File: src/rtl/writeback_stage.sv
// writeback_stage: MEM/WB pipeline register and register-file write-back mux.
// Selects ALU result, aligned/extended load data, or link address (PC+4),
// drives the register-file write port, and flags misaligned loads.
// Optional build macro: WB_RETIRE_COUNT_EN adds the o_retired instruction counter.
module writeback_stage #(
    parameter int unsigned NB_DATA = 32,
    parameter int unsigned NB_ADDR = 5
) (
    input  logic               clk,
    input  logic               i_rst_n,
    input  logic               i_valid,
    input  logic               i_regWrite,
    input  logic               i_mem2Reg,
    input  logic               i_link,
    input  logic [NB_DATA-1:0] i_alu_result,
    input  logic [NB_DATA-1:0] i_mem_data,
    input  logic [NB_DATA-1:0] i_pcounter4,
    input  logic [1:0]         i_load_size,
    input  logic               i_load_unsigned,
    input  logic [NB_ADDR-1:0] i_wr_addr,
    input  logic               i_stall,
    input  logic               i_flush,
    output logic               o_we_wb,
    output logic [NB_ADDR-1:0] o_wr_addr,
    output logic [NB_DATA-1:0] o_wr_data,
`ifdef WB_RETIRE_COUNT_EN
    output logic [NB_DATA-1:0] o_retired,
`endif
    output logic               o_misaligned
);

    localparam int unsigned NB_BYTE = 8;
    localparam int unsigned NB_HALF = 16;

    localparam logic [1:0] SIZE_BYTE = 2'b00;
    localparam logic [1:0] SIZE_HALF = 2'b01;

    logic [1:0]         w_offset;
    logic [NB_BYTE-1:0] w_byte;
    logic [NB_HALF-1:0] w_half;
    logic [NB_DATA-1:0] w_load_ext;
    logic               w_mis_cond;
    logic               w_misaligned;
    logic [NB_DATA-1:0] w_wr_data;
    logic               w_we;

    logic               r_valid;
    logic               r_we;
    logic               r_misaligned;
    logic [NB_ADDR-1:0] r_wr_addr;
    logic [NB_DATA-1:0] r_wr_data;

    assign w_offset = i_alu_result[1:0];

    // Little-endian byte and halfword lane selection from the raw memory word
    always_comb begin
        w_byte = i_mem_data[NB_BYTE-1:0];
        case (w_offset)
            2'd1:    w_byte = i_mem_data[2*NB_BYTE-1:NB_BYTE];
            2'd2:    w_byte = i_mem_data[3*NB_BYTE-1:2*NB_BYTE];
            2'd3:    w_byte = i_mem_data[4*NB_BYTE-1:3*NB_BYTE];
            default: w_byte = i_mem_data[NB_BYTE-1:0];
        endcase
        w_half = w_offset[1] ? i_mem_data[2*NB_HALF-1:NB_HALF] : i_mem_data[NB_HALF-1:0];
    end

    // Sign/zero extension by access size; reserved size behaves as word
    always_comb begin
        w_load_ext = i_mem_data;
        case (i_load_size)
            SIZE_BYTE: w_load_ext = i_load_unsigned ? NB_DATA'(w_byte)
                                  : {{(NB_DATA-NB_BYTE){w_byte[NB_BYTE-1]}}, w_byte};
            SIZE_HALF: w_load_ext = i_load_unsigned ? NB_DATA'(w_half)
                                  : {{(NB_DATA-NB_HALF){w_half[NB_HALF-1]}}, w_half};
            default:   w_load_ext = i_mem_data;
        endcase
    end

    // Alignment rule: halves need an even offset, words need offset zero
    always_comb begin
        w_mis_cond = 1'b0;
        case (i_load_size)
            SIZE_BYTE: w_mis_cond = 1'b0;
            SIZE_HALF: w_mis_cond = w_offset[0];
            default:   w_mis_cond = (w_offset != 2'd0);
        endcase
    end

    // Write-back value and enable; link wins over load, load over ALU
    always_comb begin
        w_misaligned = i_valid & i_mem2Reg & ~i_link & w_mis_cond;
        if (i_link) begin
            w_wr_data = i_pcounter4;
        end else if (i_mem2Reg) begin
            w_wr_data = w_mis_cond ? i_mem_data : w_load_ext;
        end else begin
            w_wr_data = i_alu_result;
        end
        w_we = i_valid & i_regWrite & ~w_misaligned & (i_wr_addr != '0);
    end

    // MEM/WB register: reset > flush > stall > load; held cycles never re-write or re-flag
    always_ff @(posedge clk) begin
        if (!i_rst_n) begin
            r_valid      <= 1'b0;
            r_we         <= 1'b0;
            r_misaligned <= 1'b0;
            r_wr_addr    <= '0;
            r_wr_data    <= '0;
        end else if (i_flush) begin
            r_valid      <= 1'b0;
            r_we         <= 1'b0;
            r_misaligned <= 1'b0;
        end else if (i_stall) begin
            r_we         <= 1'b0;
            r_misaligned <= 1'b0;
        end else begin
            r_valid      <= i_valid;
            r_we         <= w_we;
            r_misaligned <= w_misaligned;
            r_wr_addr    <= i_wr_addr;
            r_wr_data    <= w_wr_data;
        end
    end

`ifdef WB_RETIRE_COUNT_EN
    logic [NB_DATA-1:0] r_retired;

    // Count real instructions entering the stage; wraps naturally
    always_ff @(posedge clk) begin
        if (!i_rst_n) begin
            r_retired <= '0;
        end else if (!i_flush && !i_stall && i_valid) begin
            r_retired <= r_retired + NB_DATA'(1);
        end
    end

    assign o_retired = r_retired;
`endif

    assign o_we_wb      = r_we;
    assign o_misaligned = r_misaligned;
    assign o_wr_addr    = r_wr_addr;
    assign o_wr_data    = r_wr_data;

    // r_valid records stage occupancy; outputs already carry its effect
    logic w_unused;
    assign w_unused = r_valid;

endmodule

File: config.mk
export PLATFORM = sky130hd
export DESIGN_NAME = writeback_stage
export DESIGN_NICKNAME = d
export VERILOG_FILES = /design/src/rtl/writeback_stage.sv
export SDC_FILE = /design/constraint.sdc
export NUM_CORES = 1
export LEC_CHECK = 0
export CAP_MARGIN = 40
export CORE_AREA = 2 2 85 87
export CTS_CLUSTER_DIAMETER = 40
export DETAILED_ROUTE_END_ITERATION = 12
export DIE_AREA = 0 0 87 89
export PLACE_DENSITY = 0.8
export SETUP_SLACK_MARGIN = 0.5
export SLEW_MARGIN = 20
export SYNTH_ARGS = -nofsm -noshare
export SYNTH_HDL_FRONTEND = slang
export SYNTH_SLANG_ARGS = --single-unit
File: constraint.sdc
create_clock -name clk -period 1.95 [get_ports clk]
set_input_delay 0.2925 -clock clk [delete_from_list [all_inputs] [get_ports clk]]
set_output_delay 0.2925 -clock clk [all_outputs]
set_load 0.02 [all_outputs]
==> impl_summary.txt <==
----------------------------------------------------
[Setup path]
  Worst Setup Path Type ... in -> reg
  Delay of the slowest cell on the worst path ... 520 ps
  Critical Path Slowest Stage Cell ... sky130_fd_sc_hd__a222oi_1
  Worst EP arrival ... 1640 ps
  Worst Setup End Kind ... register
  Critical-path cell list ... buf_2 > buf_4 > nand2b_1 > a21o_4 > a222oi_1 > o31ai_1
  Dominant delay contributor by cell family on the critical path ... compound AO/OA/AOI/OAI gates
  Kind of launch point of the worst setup path ... input port
  CP Max Fanout ... 6
  Count of buffering cells on the critical path with inverters included ... 2
  Critical path data required time ... 2120 ps

[Clock tree]
  CTS tree ... built
  CTS Hold Bufs ... 0
  Number of buffers created by CTS ... 5
  CTS H-tree lvls ... 2
  Clock transition at path regs ... 70 ps
  Root Buffer Master ... sky130_fd_sc_hd__clkbuf_8
  Clock latency of the later-clocked register in the worst-skew pair ... 290 ps
  Largest buffer count on any clock path ... 2
  CTS sink count ... 39

[Logic synthesis]
  Synthesized netlist cell count ... 295
  Mean instance size in the synthesized netlist ... 8.55 um^2
  Top cells by area, synth ... sky130_fd_sc_hd__dfxtp_1 (31%), sky130_fd_sc_hd__o211ai_1 (10%), sky130_fd_sc_hd__a222oi_1 (8.3%)
  Synthesized net count ... 407
  Largest area contributor in the netlist ... sky130_fd_sc_hd__dfxtp_1
  Distinct cells, synth ... 42
  Fraction of the yosys area taken by sequential cells ... 31.0%
  Area share of the largest cell type after synthesis ... 31.0%
  Number of synthesized register bits ... 39
  Dominant register cell in the synthesized netlist ... sky130_fd_sc_hd__dfxtp_1
  Number of warnings printed during yosys synthesis ... 0
  Asr flop ratio synth ... 0%
  Count of flip-flops with a built-in enable after synthesis ... 0
  Netlist Area Pre-Place ... 2520 um^2

[Timing]
  Slew of the pin with the lowest slew margin ... 536 ps
  Post-route fraction of the period consumed by the critical path ... 75.5%
  PnR worst setup slack ... 479 ps
  Max Clock Skew ... 0 ps
  Max transition margin ... 64.2%
  Setup repair after global routing missed its margin ... true
  Endpoints failing hold ... 0
  Maximum frequency from static timing analysis ... 680 MHz
  Final worst path period need ... 1470 ps
  Final-layout worst hold slack ... 358 ps
  Number of failing setup endpoints in the final timing report ... 0
  Max Transition Viols Final ... 0

[Drt]
  Routed length per placed instance ... 20.6 um
  Total wire length ... 11500 um
  1st-pass router iterations ... 8
  Total vias in the final route ... 3390
  Post-DRT Antenna Nets ... 0
  Avg Vias per Cell ... 6.10
  Residual DRC count ... 0
  Initial detailed-routing violation count ... 380

[Placement]
  HPWL after DPL ... 7850 um
  Area of placed instances ... 4300 um^2
  Setup slack at placement ... -230 ps
  Global placement routability congestion ... 0.880
  Port buffer count ... 150

[Floorplan]
  Die H ... 89 um
  X dimension of the die ... 87 um
  Area enclosed by the die boundary ... 7740 um^2
  Std-Cell Rows ... 30
  Placeable core area ... 6720 um^2
  Io pins ... 151
  Initial core utilization ... 37.5%

[Finish]
  Cell area after layout ... 4620 um^2
  Commonest non-fill, non-tap cell in the layout ... sky130_fd_sc_hd__clkdlybuf4s50_1
  Util after Layout ... 68.7%
  Antenna Cells ... 0
  Signed area change from the synthesized netlist to the final layout ... 83.0%
  Fraction of final layout cells sized beyond drive strength 1 ... 21.4%
  Number of nets in the finished design ... 587
  Top library cells by usage in the layout, fill and taps aside ... sky130_fd_sc_hd__clkdlybuf4s50_1 (95), sky130_fd_sc_hd__dlygate4sd2_1 (43), sky130_fd_sc_hd__dfxtp_1 (39)

[Pwr]
  Power after layout ... 2.31 mW
  Power per cell area ... 501 nW/um^2
  Worst vdd rail ir drop ... 0.304 mV
  Leakage power ... 1.91 nW

[Global routing]
  Global router's overall resource usage ... 28.7%
  Initial antenna violation count ... 0
  Number of global-route vias before repair ... 3352
  Wire length of the first global-routing pass ... 17400 um
  GRT Residual Overflow ... 0
  Pin count of the biggest net entering global routing ... 22

[Flow run]
  Max-capacitance violation count ... 0

[Worst hold path]
  Worst min path class ... in -> reg

[Status]
  Status ... completed

----------------------------------------------------
==> layout make-up <==
class | count | area, um^2
fill | 563 | 2100
timing repair buffer | 199 | 1900
multi-input combinational | 226 | 1740
sequential | 39 | 781
tap | 80 | 100
clock buffer | 7 | 76.3
inverter | 4 | 17.5
clock inverter | 1 | 5.00
==> path summary, 6_finish.rpt <==
check | to | slack (ps) | depth (start not counted) | from
setup / recovery | o_wr_data[4]$_SDFFE_PN0P_ | 480 | 6 | i_alu_result[0]
hold / removal | o_wr_data[15]$_SDFFE_PN0P_ | 360 | 3 | i_mem_data[15]
setup reg to reg | o_wr_data[30]$_SDFFE_PN0P_ | 950 | 2 | o_wr_data[30]$_SDFFE_PN0P_
hold reg to reg | o_wr_addr[1]$_SDFFE_PN0P_ | 460 | 2 | o_wr_addr[1]$_SDFFE_PN0P_
==> cells by family after synthesis <==
group / count (synthesis) / share of synthesized area, %
multiplexers: 12 / 5.16
AND/OR/NAND/NOR: 89 / 17.5
AO/OA/AOI/OAI: 122 / 40.5
flip-flops: 39 / 31.0
buffers and inverters: 33 / 5.85
==> metrics by stage <==
| stage | std cells | TNS (ps) |
|---|---|---|
| after floorplan | 295 | 0 |
| after global placement | 531 | -4140 |
| after detailed placement | 532 | -5000 |
| after CTS | 551 | 0 |
| after global routing | 556 | 0 |
| final | 556 | 0 |
==> what timing repair did <==
action,CTS,global route
hold endpoints to repair,0,0
endpoints found under the setup margin,73,29
setup buffers,8,3
pin swaps,18,12
cloned,3,2
resized for setup,87,18
==> worst register-to-register path: cells and delay by family, from the launching register on <==
kind            cells  cell delay (ps)
compound gates      2              540
flops               1              330
==> synth_stat cells, types with 2 or more instances <==
| master | instances |
|---|---|
| sky130_fd_sc_hd__a21boi_0 | 5 |
| sky130_fd_sc_hd__a21o_1 | 2 |
| sky130_fd_sc_hd__a21oi_1 | 13 |
| sky130_fd_sc_hd__a21oi_2 | 10 |
| sky130_fd_sc_hd__a221o_1 | 17 |
| sky130_fd_sc_hd__a222oi_1 | 21 |
| sky130_fd_sc_hd__a41oi_1 | 2 |
| sky130_fd_sc_hd__buf_2 | 4 |
| sky130_fd_sc_hd__buf_6 | 2 |
| sky130_fd_sc_hd__clkbuf_1 | 22 |
| sky130_fd_sc_hd__dfxtp_1 | 39 |
| sky130_fd_sc_hd__inv_1 | 3 |
| sky130_fd_sc_hd__mux2_2 | 7 |
| sky130_fd_sc_hd__mux2i_1 | 4 |
| sky130_fd_sc_hd__nand2_1 | 15 |
| sky130_fd_sc_hd__nand2b_1 | 2 |
| sky130_fd_sc_hd__nor2_1 | 36 |
| sky130_fd_sc_hd__nor2b_1 | 4 |
| sky130_fd_sc_hd__nor3_1 | 3 |
| sky130_fd_sc_hd__nor3b_1 | 2 |
| sky130_fd_sc_hd__o211ai_1 | 34 |
| sky130_fd_sc_hd__o21ai_0 | 2 |
| sky130_fd_sc_hd__o31ai_1 | 5 |
| sky130_fd_sc_hd__o41ai_1 | 8 |
| sky130_fd_sc_hd__or3_1 | 16 |
==> where the power goes <==
part           switching, mW  leakage, nW  internal [mW]
sequential            0.0318        0.321          0.848
clock                  0.295       0.0422          0.252
combinational          0.416         1.55          0.470
total                  0.743         1.91           1.57
==> sequential cells by signal, indices dropped and copies added, names as in the netlist <==
signal and count:
o_misaligned 1, o_wr_addr 5, o_we_wb 1, o_wr_data 32
==> metal layers <==
layer  global-route usage [%]  vias up  share of wire, %
li1                         -     1558                 -
met1                     38.0     1609                42
met2                     49.8      218                48
met3                     4.80        5               9.9
met4                     4.69        0              0.38
met5                        0        -                 0
No activity file was read; power rests on OpenSTA's default activity.
